$ cat config.mk
export PLATFORM = sky130hd
export DESIGN_NAME = mux32_serializer
export DESIGN_NICKNAME = d
export VERILOG_FILES = /design/src/rtl/mux32_serializer.sv
export SDC_FILE = /design/constraint.sdc
export NUM_CORES = 1
export LEC_CHECK = 0
export BUFFER_PORTS_ARGS = -buffer_cell sky130_fd_sc_hd__buf_2
export CAP_MARGIN = 20
export CORE_MARGIN = 4
export CORE_UTILIZATION = 47
export CTS_CLUSTER_DIAMETER = 30
export DETAILED_ROUTE_END_ITERATION = 6
export PLACE_DENSITY = 0.79
export SLEW_MARGIN = 30
export SYNTH_ARGS = -nofsm -noshare
export SYNTH_HDL_FRONTEND = slang
export SYNTH_SLANG_ARGS = --single-unit
$ cat constraint.sdc
create_clock -name clk -period 2.1 [get_ports clk]
set_input_delay 0 -clock clk [delete_from_list [all_inputs] [get_ports clk]]
set_output_delay 0 -clock clk [all_outputs]
set_load 0.02 [all_outputs]
$ cat src/rtl/mux32_serializer.sv
// mux32_serializer: holds a 32-bit word on a 32:1 mux and walks its select to stream one bit per transfer
// Ports: clk/rst_n (sync active-low); in_data/in_valid/in_ready word input handshake;
// mux_a/mux_sel drive the external mux, mux_y is its output; ser_bit/ser_valid/ser_ready/ser_last
// form the serial stream; done pulses one cycle after the final bit of a word is accepted.
module mux32_serializer #(
  parameter bit LSB_FIRST = 1'b1
) (
  input  logic        clk,
  input  logic        rst_n,
  input  logic [31:0] in_data,
  input  logic        in_valid,
  output logic        in_ready,
  output logic [31:0] mux_a,
  output logic [4:0]  mux_sel,
  input  logic        mux_y,
  output logic        ser_bit,
  output logic        ser_valid,
  input  logic        ser_ready,
  output logic        ser_last,
  output logic        done
);
  typedef enum logic {IDLE, SHIFT} state_t;
  localparam logic [4:0] SEL_START = LSB_FIRST ? 5'd0 : 5'd31;
  state_t     state, state_nxt;
  logic [4:0] cnt;
  logic       accept, xfer, last_xfer;
  assign accept    = in_valid & in_ready;
  assign xfer      = ser_valid & ser_ready;
  assign last_xfer = xfer & (cnt == 5'd31);
  assign ser_bit   = mux_y;
  always_ff @(posedge clk)
    if (!rst_n) state <= IDLE;
    else        state <= state_nxt;
  // a last-bit transfer with a waiting word stays in SHIFT so the next word has no bubble
  always_comb
    state_nxt = (state == IDLE) ? (accept ? SHIFT : IDLE) :
                (last_xfer & ~in_valid) ? IDLE : SHIFT;
  always_comb begin
    ser_valid = (state == SHIFT);
    ser_last  = ser_valid & (cnt == 5'd31);
    in_ready  = (state == IDLE) | (ser_last & ser_ready);
  end
  // select is only ever reloaded at word start, so it never wraps within a word
  always_ff @(posedge clk)
    if (!rst_n) begin
      mux_a   <= '0;
      mux_sel <= '0;
      cnt     <= '0;
      done    <= 1'b0;
    end else begin
      done <= last_xfer;
      if (accept) begin
        mux_a   <= in_data;
        mux_sel <= SEL_START;
        cnt     <= '0;
      end else if (xfer & ~last_xfer) begin
        cnt     <= cnt + 5'd1;
        mux_sel <= LSB_FIRST ? mux_sel + 5'd1 : mux_sel - 5'd1;
      end
    end
endmodule

==> Word level (Yosys, flattened, before mapping) <==
Cells that the tools add are included.
W data, S select, Z words.
{ "op_classes": {"n_addsub": 2, "mul": 0, "div": 0, "order_cmp": 0, "eq_ne": 1, "n_shift": 0, "muxes": 3, "n_bitwise": 12, "n_reduce_logical": 1} }
{ "op_table": {"columns": ["operator", "count"], "rows": [
  ["$add A5 B1 Y5 const B", 2],
  ["$and A1 B1 Y1", 7],
  ["$eq A5 B5 Y1 const B", 1],
  ["$not A1 Y1", 4],
  ["$mux W1", 3],
  ["$reduce_or A2 Y1", 1],
  ["$or A1 B1 Y1", 1]
]} }
{ "totals": {"register_bits": 44, "latchBits": 0, "mem_bits_rw": 0, "romBits": 0, "inputBits": 37, "n_memories": 0} }

==> Longest topological paths before layout <==
Gate-level depths: netlist of the first run.
{ "logic_depth": {"depth_word": 7, "ltp_mapped": 8, "ltp_nobuf": 7} }

==> Worst setup path before layout of the first run <==
OpenSTA, ideal clock, no wires.
{ "synth_timing": {"path_type": "reg-to-reg", "start": "reg cnt[0]", "end": "reg mux_sel[4]", "setup_time_ns": 0.070, "t_arrival_ns": 1.617, "t_required_ns": 2.030, "setup_slack_ns": 0.413, "stages_incl_launch_ff": 7, "n_path_buf": 0, "period_less_slack_ns": 1.687, "path_cell_list": "dfxtp_1 -> ha_1 -> and3_1 -> ha_1 -> nand4b_1 -> or3_1 -> a21oi_1"} }
{ "synth_via": {"elab_chain_cells": 6, "elab_cells_between_ends": 9, "classes_between": "eq/ne (1); bitwise (7); reduce/logical (1)"} }
{ "synth_lines": {"columns": ["item", "line_no", "rtl"], "rows": [
  ["from (decl)", "25", "logic [4:0] cnt;"],
  ["from (signal assigned)", "57", "cnt <= cnt + 5'd1;"],
  ["$eq A5 B5 Y1 (*)", "29, 40", null],
  ["$and A1 B1 Y1", "40", "ser_last = ser_valid & (cnt == 5'd31);"],
  ["$and A1 B1 Y1", "41", "in_ready = (state == IDLE) | (ser_last & ser_ready);"],
  ["$or A1 B1 Y1", "41", null],
  ["$and A1 B1 Y1", "27", "assign accept = in_valid & in_ready;"],
  ["$reduce_or A2 Y1 (no line)", null, null],
  ["to (signal assigned)", "58", "mux_sel <= LSB_FIRST ? mux_sel + 5'd1 : mux_sel - 5'd1;"],
  ["to (decl)", "14", "output logic [4:0] mux_sel,"]
]} }
Mark *: on every way between the ends. The rest lies on a longest branch, timed or not.
A chain may end at the register's enable or synchronous reset.

==> Worst setup path after layout of the first run <==
{ "layout_timing": {"start": "reg cnt[0]", "end": "out in_ready"} }
{ "layout_via": {"elab_chain_cells": 4} }
{ "layout_lines": {"columns": ["item", "line_no", "rtl"], "rows": [
  ["$eq A5 B5 Y1", "40", null],
  ["$and A1 B1 Y1", "40", null],
  ["$and A1 B1 Y1", "41", null],
  ["$or A1 B1 Y1", "41", null],
  ["to (decl)", "12", "output logic in_ready,"]
]} }
No other way between the ends.

==> results of run 1 <==
==> area by class of cell <==
cell class              instances  area [um2]  share of cell area
inverters                       2        10.0             0.00380
multi-input cells             135         852               0.324
flip-flops and latches         44         881               0.334
well taps                      48        60.1              0.0228
clock buffers                   6        82.6              0.0314
clock inverters                 2        10.0             0.00380
repair buffers                113         738               0.280
==> cell usage after synthesis <==
master	n
xor2_1	4
a21boi_0	10
buf_6	4
nand3b_4	1
clkbuf_1	7
dfxtp_1	44
nand4b_1	3
a21oi_1	3
nand3_1	33
inv_2	1
a21boi_4	1
nor2_1	7
mux2i_1	3
buf_4	3
buf_1	3
o21ai_0	35
o21ai_2	1
or3_1	3
and3_2	1
and3_1	1
inv_1	1
and2_1	1
a21boi_1	23
nand2_1	2
ha_1	3
==> stage by stage <==
stage / utilization / power, W / worst slack [ns] / cells
floorplan: - / 0.00107 / 0.413 / 198
global placement: 0.597 / 0.00116 / 0.304 / 310
detailed placement: 0.597 / 0.00116 / 0.228 / 310
CTS: 0.708 / 0.00174 / 0.00999 / 350
global route: 0.709 / 0.00182 / 0.0688 / 350
finish: 0.709 / 0.00173 / 0.209 / 350
==> per-layer routing <==
layer	wire, um	GRT usage	vias up
li1	-	-	910
met1	2080	0.252	830
met2	2340	0.331	59
met3	300	0.0540	6
met4	41	0.0438	0
met5	0	0	-
==> layout by cell type, fill, tap and decap left out, drive strengths merged <==
cell and instances:
a21boi 34, a21oi 3, and2 1, and3 2, buf 81, clkbuf 6, clkinv 2, dfxtp 44
dlygate4sd3 32, ha 3, inv 2, mux2i 3, nand2 2, nand3 33, nand3b 1, nand4b 3
nor2 7, o21ai 36, or3 3, xor2 4
==> kinds of logic after synthesis <==
logic type | after synthesis | synth area share
flops | 44 | 0.477
mux | 3 | 0.0163
fa+ha+maj | 3 | 0.0203
simple gates | 52 | 0.154
xor+xnor | 4 | 0.0190
compound gates | 73 | 0.252
buf+inv | 19 | 0.0610
==> state kept, by name (all words and copies together) (netlist names) <==
signal	cells
cnt	5
done	1
mux_a	32
mux_sel	5
ser_valid	1
==> path summary, 6_finish.rpt <==
check        startpoint   endpoint  cells past startpoint
min               mux_y    ser_bit                      0
max              cnt[0]   in_ready                      6
min reg2reg   mux_a[19]  mux_a[19]                      2
max reg2reg      cnt[0]     cnt[1]                      7
==> timing repair <==
item	CTS	global route
hold buffers	32	0
setup endpoints to repair	0	4
hold endpoints to repair	32	0
gates resized for setup	0	2
buffers inserted	0	0
==> where the power goes <==
group / switching [W] / leakage, nW / internal [W]
clock network: 0.000282 / 0.0510 / 0.000263
registers: 0.0000205 / 0.360 / 0.000872
logic: 0.000163 / 0.798 / 0.000135
==> impl_metrics.csv, run 1 <==
group,metric,value,unit
setup_path,cp.arrival,1.89,ns
setup_path,cp.required,2.10,ns
place,dp_hpwl,2890,um
yosys,synth_top_area_cell,"dfxtp_1",
timing,drv_slew,0,
setup_path,cp-start-kind,"flip-flop",
timing,whs,0.0000436,ns
min_path,hp-class,"in -> out",
clocking,root_buffer,"clkbuf_8",
setup_path,r2r_slack,0.22,ns
setup_path,path_cells,"ha_1 -> and3_1 -> ha_1 -> a21boi_4 -> inv_4 -> buf_2",
drt,vias,1805,
yosys,ys_seq_elements,44,
setup_path,slowest_stage,"dfxtp_1",
yosys,syn_area,1850,um2
clocking,worstSkewPairLatency,0.29,ns
place,gp_congestion,0.778,
drt,vias_per_cell,5.16,
final_layout,layout-drive-gt1-share,0.311,
clocking,clock_sinks,44,
timing,rsz0062_at_grt,"false",
place,io_buffers,76,
drt,ant_nets,0,
status,outcome,"finished, final reports clean",
drt,wirelength,4770,um
clocking,clk_pin_slew,0.08,ns
drt,drtIter0Drc,160,
setup_path,max_stage_delay,0.37,ns
setup_path,path_delay_family,"buffers and inverters",
yosys,syn_nets,238,
timing,period_minus_slack,1.89,ns
timing,tns,0,ns
final_layout,fill_cells,298,
floorplan,ioPinCount,79,
setup_path,crit_buf_inv,2,
floorplan,initial_core_util,0.497,
clocking,clk_path_buf_depth,2,
timing,setup_viol,0,
floorplan,fp.dieW,70.7,um
grt,antenna_found_initial,0,
drt,drc,0,
setup_path,critPathCaptureType,"output pin",
yosys,yosys.area.top_type_share,0.477,
setup_path,critical_path.max_fanout,34,
yosys,synthCells,198,
final_layout,syn2layout_area_growth,42.7,%
clocking,htreeDepth,2,
drt,wl_per_cell,13.6,um
timing,max-slew-margin-rel,0.597,
timing,clock.fmax,529,MHz
grt,grt_max_degree,36,
floorplan,dieArea,4990,um2
grt,grtUsageTotal,0.196,
grt,grt_pass1_wl,7970,um
final_layout,final_cell_area,2630,um2
place,placed_area,2220,um2
floorplan,std_cell_rows,22,
final_layout,diodes,0,
final_layout,nets,341,
yosys,ys_warn_count,0,
yosys,yosys.cell_types.count,25,
drt,first_pass_iters,4,
pwr,power.leakage,1.21,nW
timing,worst_pin_slew,0.603,ns
grt,grt_overflow,0,
yosys,synth_area_leaders,"dfxtp_1 (48%), o21ai_0 (9.5%), a21boi_1 (9.4%)",
flow_run,max-cap-violations,0,
yosys,synth.avg_cell_area,9.32,um2
pwr,p_per_area,659,nW/um2
yosys,seq_area_frac_synth,0.477,
timing,min_period_over_period,0.901,
clocking,cts_tree,"done",
setup_path,critical_path_class,"reg -> out",
floorplan,coreArea,3720,um2
timing,fin_worst_skew,0.00571,ns
pwr,max-vdd-ir-drop,0.486,mV
grt,grt_pass1_vias,1663,
clocking,cts_buffers,5,
setup_path,crit_top_cell,"ha_1",
floorplan,die_h,70.7,um
timing,finalHoldViolations,0,
(Power assumes the default switching activity.)
==> run 2: changes to the inputs <==
SETUP_SLACK_MARGIN = 0.3   (was default)
==> run 2 against run 1 <==
Against the previous run:
- critical path depth up 1
- worst setup slack better by 0.14 ns
- critical endpoint unchanged
- sequential power about the same
- via count is 0.72% higher
- total power increased by 0.91%
- largest power group unchanged
- highest routed layer unchanged
- critical path type unchanged
- routed wire length grew 3.1%
- global-route usage rose by 0.089 points
- clock power is essentially flat
==> impl_metrics.csv, run 2 (same netlist as run 1, synthesis figures left out) <==
group,metric,value,unit
grt,antenna_found_initial,0,
pwr,p_per_area,648,nW/um2
clocking,cts_tree,"done",
timing,max-slew-margin-rel,0.557,
clocking,clk_pin_slew,0.08,ns
setup_path,cp.required,2.10,ns
timing,clock.fmax,572,MHz
timing,finalHoldViolations,0,
min_path,hp-class,"in -> out",
grt,grt_max_degree,36,
place,dp_cells,310,
final_layout,nets,343,
clocking,root_buffer,"clkbuf_8",
drt,first_pass_iters,4,
final_layout,finalNonFillerCells,352,
grt,grt_pass1_wl,8010,um
final_layout,syn2layout_area_growth,46.4,%
timing,tns,0,ns
floorplan,initial_core_util,0.497,
final_layout,reg_top3,"mux_a (32), cnt (5), mux_sel (5)",
place,dp_hpwl,2890,um
grt,grtUsageTotal,0.197,
floorplan,std_cell_rows,22,
setup_path,r2r-start,"cnt[0]",
drt,wl_per_cell,14.0,um
place,io_buffers,76,
pwr,max-vdd-ir-drop,0.474,mV
setup_path,cp-startpoint,"cnt[0]",
floorplan,ioPinCount,79,
grt,grt_overflow,0,
final_layout,final-seq-area,882,um2
setup_path,r2r_slack,0.39,ns
clocking,cts_buffers,5,
clocking,clk_path_buf_depth,2,
drt,drtIter0Drc,153,
setup_path,cp.arrival,1.75,ns
final_layout,final_common_cell,"buf_2",
timing,fin_worst_skew,0.00480,ns
timing,worst_pin_slew,0.663,ns
drt,vias_per_cell,5.16,
setup_path,cp-start-kind,"flip-flop",
drt,vias,1818,
place,gp_congestion,0.778,
floorplan,coreArea,3720,um2
drt,ant_nets,0,
setup_path,critical_path_class,"reg -> out",
timing,setup_viol,0,
floorplan,die_h,70.7,um
pwr,total_power,0.00175,W
final_layout,layout-drive-gt1-share,0.329,
floorplan,fp.dieW,70.7,um
clocking,worstSkewPairLatency,0.29,ns
drt,drc,0,
flow_run,max-cap-violations,0,
status,outcome,"finished, final reports clean",
timing,period_minus_slack,1.75,ns
final_layout,diodes,0,
pwr,power.leakage,1.22,nW
setup_path,r2r_end,"mux_a[30]",
drt,wirelength,4920,um
timing,whs,0.0000436,ns
final_layout,largest_register_ffs,32,
setup_path,crit_path_end,"in_ready",
setup_path,critical_path.max_fanout,34,
timing,drv_slew,0,
setup_path,r2r_cells,8,
clocking,clock_sinks,44,
floorplan,dieArea,4990,um2
final_layout,top_register,"mux_a",
min_path,holdPathStages,0,
timing,min_period_over_period,0.833,
clocking,htreeDepth,2,
setup_path,critPathCaptureType,"output pin",
timing,rsz0062_at_grt,"false",
final_layout,fill_cells,286,
final_layout,mostFrequentLayoutCells,"buf_2 (75), dfxtp_1 (43), o21ai_0 (35)",
grt,grt_pass1_vias,1671,
final_layout,multi_input_area,880,um2
[run 2: changes by cell type in the layout (fill, tap and decap cells not counted), sizes merged]
cell	delta
buf	+2
[run 2: repair_timing]
item,CTS,global route
pin swaps,3,1
resized for setup,5,8
setup endpoints to repair,43,43
buffers inserted,1,1
endpoints found under the hold margin,32,0
hold buffers,32,0
[run 2: area by class of cell]
| type | count | share of cell area |
|---|---|---|
| Sequential cell | 44 | 0.326 |
| Multi-Input combinational cell | 135 | 0.325 |
| Timing Repair Buffer | 115 | 0.284 |
| Clock buffer | 6 | 0.0306 |
| Tap cell | 48 | 0.0222 |
| Inverter | 2 | 0.00741 |
| Clock inverter | 2 | 0.00370 |
[run 2: report_power, final]
group	internal (W)	switching (W)	leakage, nW
Clock	0.000263	0.000283	0.0510
Sequential	0.000872	0.0000206	0.360
Combinational	0.000145	0.000168	0.810
Total	0.00128	0.000471	1.22
[run 2: critical path, cell delays in order, from the launching register on]
cell      delay, ns
dfxtp_2        0.34
ha_2           0.19
and3_4         0.18
ha_4           0.17
a21boi_4       0.20
buf_12         0.14
inv_12         0.06
buf_4          0.16
[run 2: routing by layer]
metal  up-vias  share of wire  track usage
met2        70           0.51        0.332
met3         2          0.065       0.0540
met1       830           0.43        0.254
li1        916              -            -
met4         0         0.0033       0.0438
met5         -              0            0
[run 2: metrics by stage]
step | cell area, um2 | worst slack, ns | util
finish | 2700 | 0.351 | 0.727
global route | 2700 | 0.276 | 0.727
CTS | 2660 | 0.271 | 0.715
detailed placement | 2220 | 0.228 | 0.597
global placement | 2220 | 0.304 | 0.597
floorplan | 1850 | 0.413 | -
[run 2: worst min path at each step]
stage / startpoint / endpoint / slack, ns
global placement: mux_y / ser_bit / 0.0001
global route: mux_y / ser_bit / 0.0001
CTS: mux_y / ser_bit / 0.0001
detailed placement: mux_y / ser_bit / 0.0001
finish: mux_y / ser_bit / 0.00004
floorplan: mux_y / ser_bit / 0.11
==> run 3: changes to the inputs <==
clock period = 1.7 ns   (was 2.1 ns; I/O delays follow)
==> run 3 against run 2 <==
Against the previous run:
- the flow now finishes with violations (negative setup slack)
- clock power is 45% higher
- clock-buffer cell count stayed put
- worst hold slack is essentially flat
- global-route usage rose by 3.1 points
==> impl_metrics.csv, run 3 (same netlist as run 1, synthesis figures left out) <==
group,metric,value,unit
status,outcome,"complete, but fails checks",
status,violations,"negative setup slack",
pwr,p_sw_frac,0.272,
clocking,root_buffer,"clkbuf_8",
final_layout,reg_top3,"mux_a (32), cnt (5), mux_sel (5)",
floorplan,fp.dieW,70.7,um
setup_path,cp.arrival,1.90,ns
floorplan,coreArea,3720,um2
final_layout,layout-drive-gt1-share,0.491,
pwr,clock_power_share,0.329,
grt,antenna_found_initial,0,
final_layout,mostFrequentLayoutCells,"buf_2 (74), dfxtp_1 (42), a21boi_1 (33)",
timing,fin_worst_skew,0.00489,ns
final_layout,syn2layout_area_growth,69.4,%
drt,wirelength,6240,um
drt,ant_nets,0,
floorplan,ioPinCount,79,
floorplan,dieArea,4990,um2
floorplan,die_h,70.7,um
clocking,cts_tree,"done",
drt,drc,0,
grt,grt_pass1_wl,9180,um
final_layout,largest_register_ffs,32,
final_layout,finalCoreUtilization,0.841,
clocking,clock_sinks,44,
final_layout,top_register,"mux_a",
timing,clock.fmax,584,MHz
setup_path,critPathCaptureType,"flip-flop",
pwr,intPower,0.00175,W
timing,setup_slack,-0.0133,ns
final_layout,diodes,0,
pwr,power.leakage,1.39,nW
setup_path,path_cells,"ha_4 -> and3_4 -> ha_4 -> buf_4 -> nand3b_4 -> buf_4 -> mux2i_1 -> nor2_1",
place,dp_hpwl,3080,um
setup_path,max_stage_delay,0.34,ns
clocking,clk_pin_slew,0.08,ns
setup_path,crit_buf_inv,2,
timing,whs,0.000167,ns
drt,vias,1993,
timing,setup_viol,1,
timing,worst_pin_slew,0.613,ns
grt,grtUsageTotal,0.228,
timing,max-slew-margin-rel,0.591,
pwr,p_per_area,770,nW/um2
grt,grt_max_degree,33,
floorplan,initial_core_util,0.497,
timing,period_minus_slack,1.71,ns
place,place_ws,0.0166,ns
pwr,power.share.sequential,0.461,
clocking,clk_path_buf_depth,2,
final_layout,finalNonFillerCells,372,
timing,drv_slew,0,
final_layout,final_common_cell,"buf_2",
grt,grt_overflow,0,
timing,rsz0062_at_grt,"true",
grt,grt_pass1_vias,1963,
setup_path,r2r_slack,-0.01,ns
pwr,power.switching,0.000654,W
drt,drtIter0Drc,106,
pwr,max-vdd-ir-drop,0.614,mV
min_path,hp-class,"in -> out",
setup_path,cp.required,1.88,ns
drt,vias_per_cell,5.36,
setup_path,cp-start-kind,"flip-flop",
place,dp_cells,312,
floorplan,std_cell_rows,22,
drt,first_pass_iters,4,
setup_path,critical_path_class,"reg -> reg",
timing,min_period_over_period,1.01,
place,io_buffers,76,
setup_path,slowest_stage,"dfxtp_2",
setup_path,path_delay_family,"simple AND/OR/NAND/NOR gates",
clocking,worstSkewPairLatency,0.30,ns
clocking,htreeDepth,2,
flow_run,max-cap-violations,0,
setup_path,critical_path.max_fanout,5,
final_layout,nets,363,
pwr,comb_power_share,0.210,
drt,wl_per_cell,16.8,um
clocking,cts_buffers,5,
place,gp_congestion,0.814,
timing,finalHoldViolations,0,
[run 3: stage by stage]
stage                     power, W  area [um2]  setup TNS [ns]
final                      0.00241        3130         -0.0133
after floorplan            0.00134        1930               0
after global routing       0.00249        3130          -0.695
after detailed placement   0.00146        2310               0
after CTS                  0.00235        2960               0
after global placement     0.00145        2310               0
[run 3: power by group through the flow]
stage / clock, W / combinational [W] / sequential, W
floorplan: 0 / 0.000161 / 0.00118
global placement: 0 / 0.000324 / 0.00113
detailed placement: 0 / 0.000330 / 0.00113
CTS: 0.000796 / 0.000455 / 0.00110
global route: 0.000832 / 0.000543 / 0.00111
finish: 0.000792 / 0.000506 / 0.00111
[run 3: path summary, 6_finish.rpt]
kind,startpoint,end,depth (start not counted)
worst max-delay path,cnt[0],mux_sel[1],8
worst min-delay path,mux_y,ser_bit,0
worst max register to register,cnt[0],mux_sel[1],8
worst min register to register,mux_a[28],mux_a[28],2
[run 3: layout make-up]
| cell class | instances | area (um2) |
|---|---|---|
| timing repair buffer | 134 | 980 |
| clock buffer | 6 | 72.6 |
| clock inverter | 2 | 35.0 |
| sequential | 44 | 883 |
| inverter | 2 | 15.0 |
| timing repair inverter | 1 | 11.3 |
| multi-input combinational | 135 | 1070 |
| tap | 48 | 60.1 |
| fill | 190 | 589 |
[run 3: metal layers]
layer,part of all wire,vias to the layer above,wire [um],global-route usage
li1,-,965,-,-
met1,0.38,926,2350,0.267
met2,0.53,88,3290,0.390
met3,0.075,14,467,0.0696
met4,0.021,0,132,0.0939
met5,0,-,0,0
[run 3: timing repair]
item / CTS / global route
hold buffers: 32 / 0
buffers inserted: 13 / 4
setup endpoints to repair: 45 / 46
pin swaps: 16 / 22
resized for setup: 44 / 32
cloned: 2 / 1
hold endpoints to repair: 32 / 0
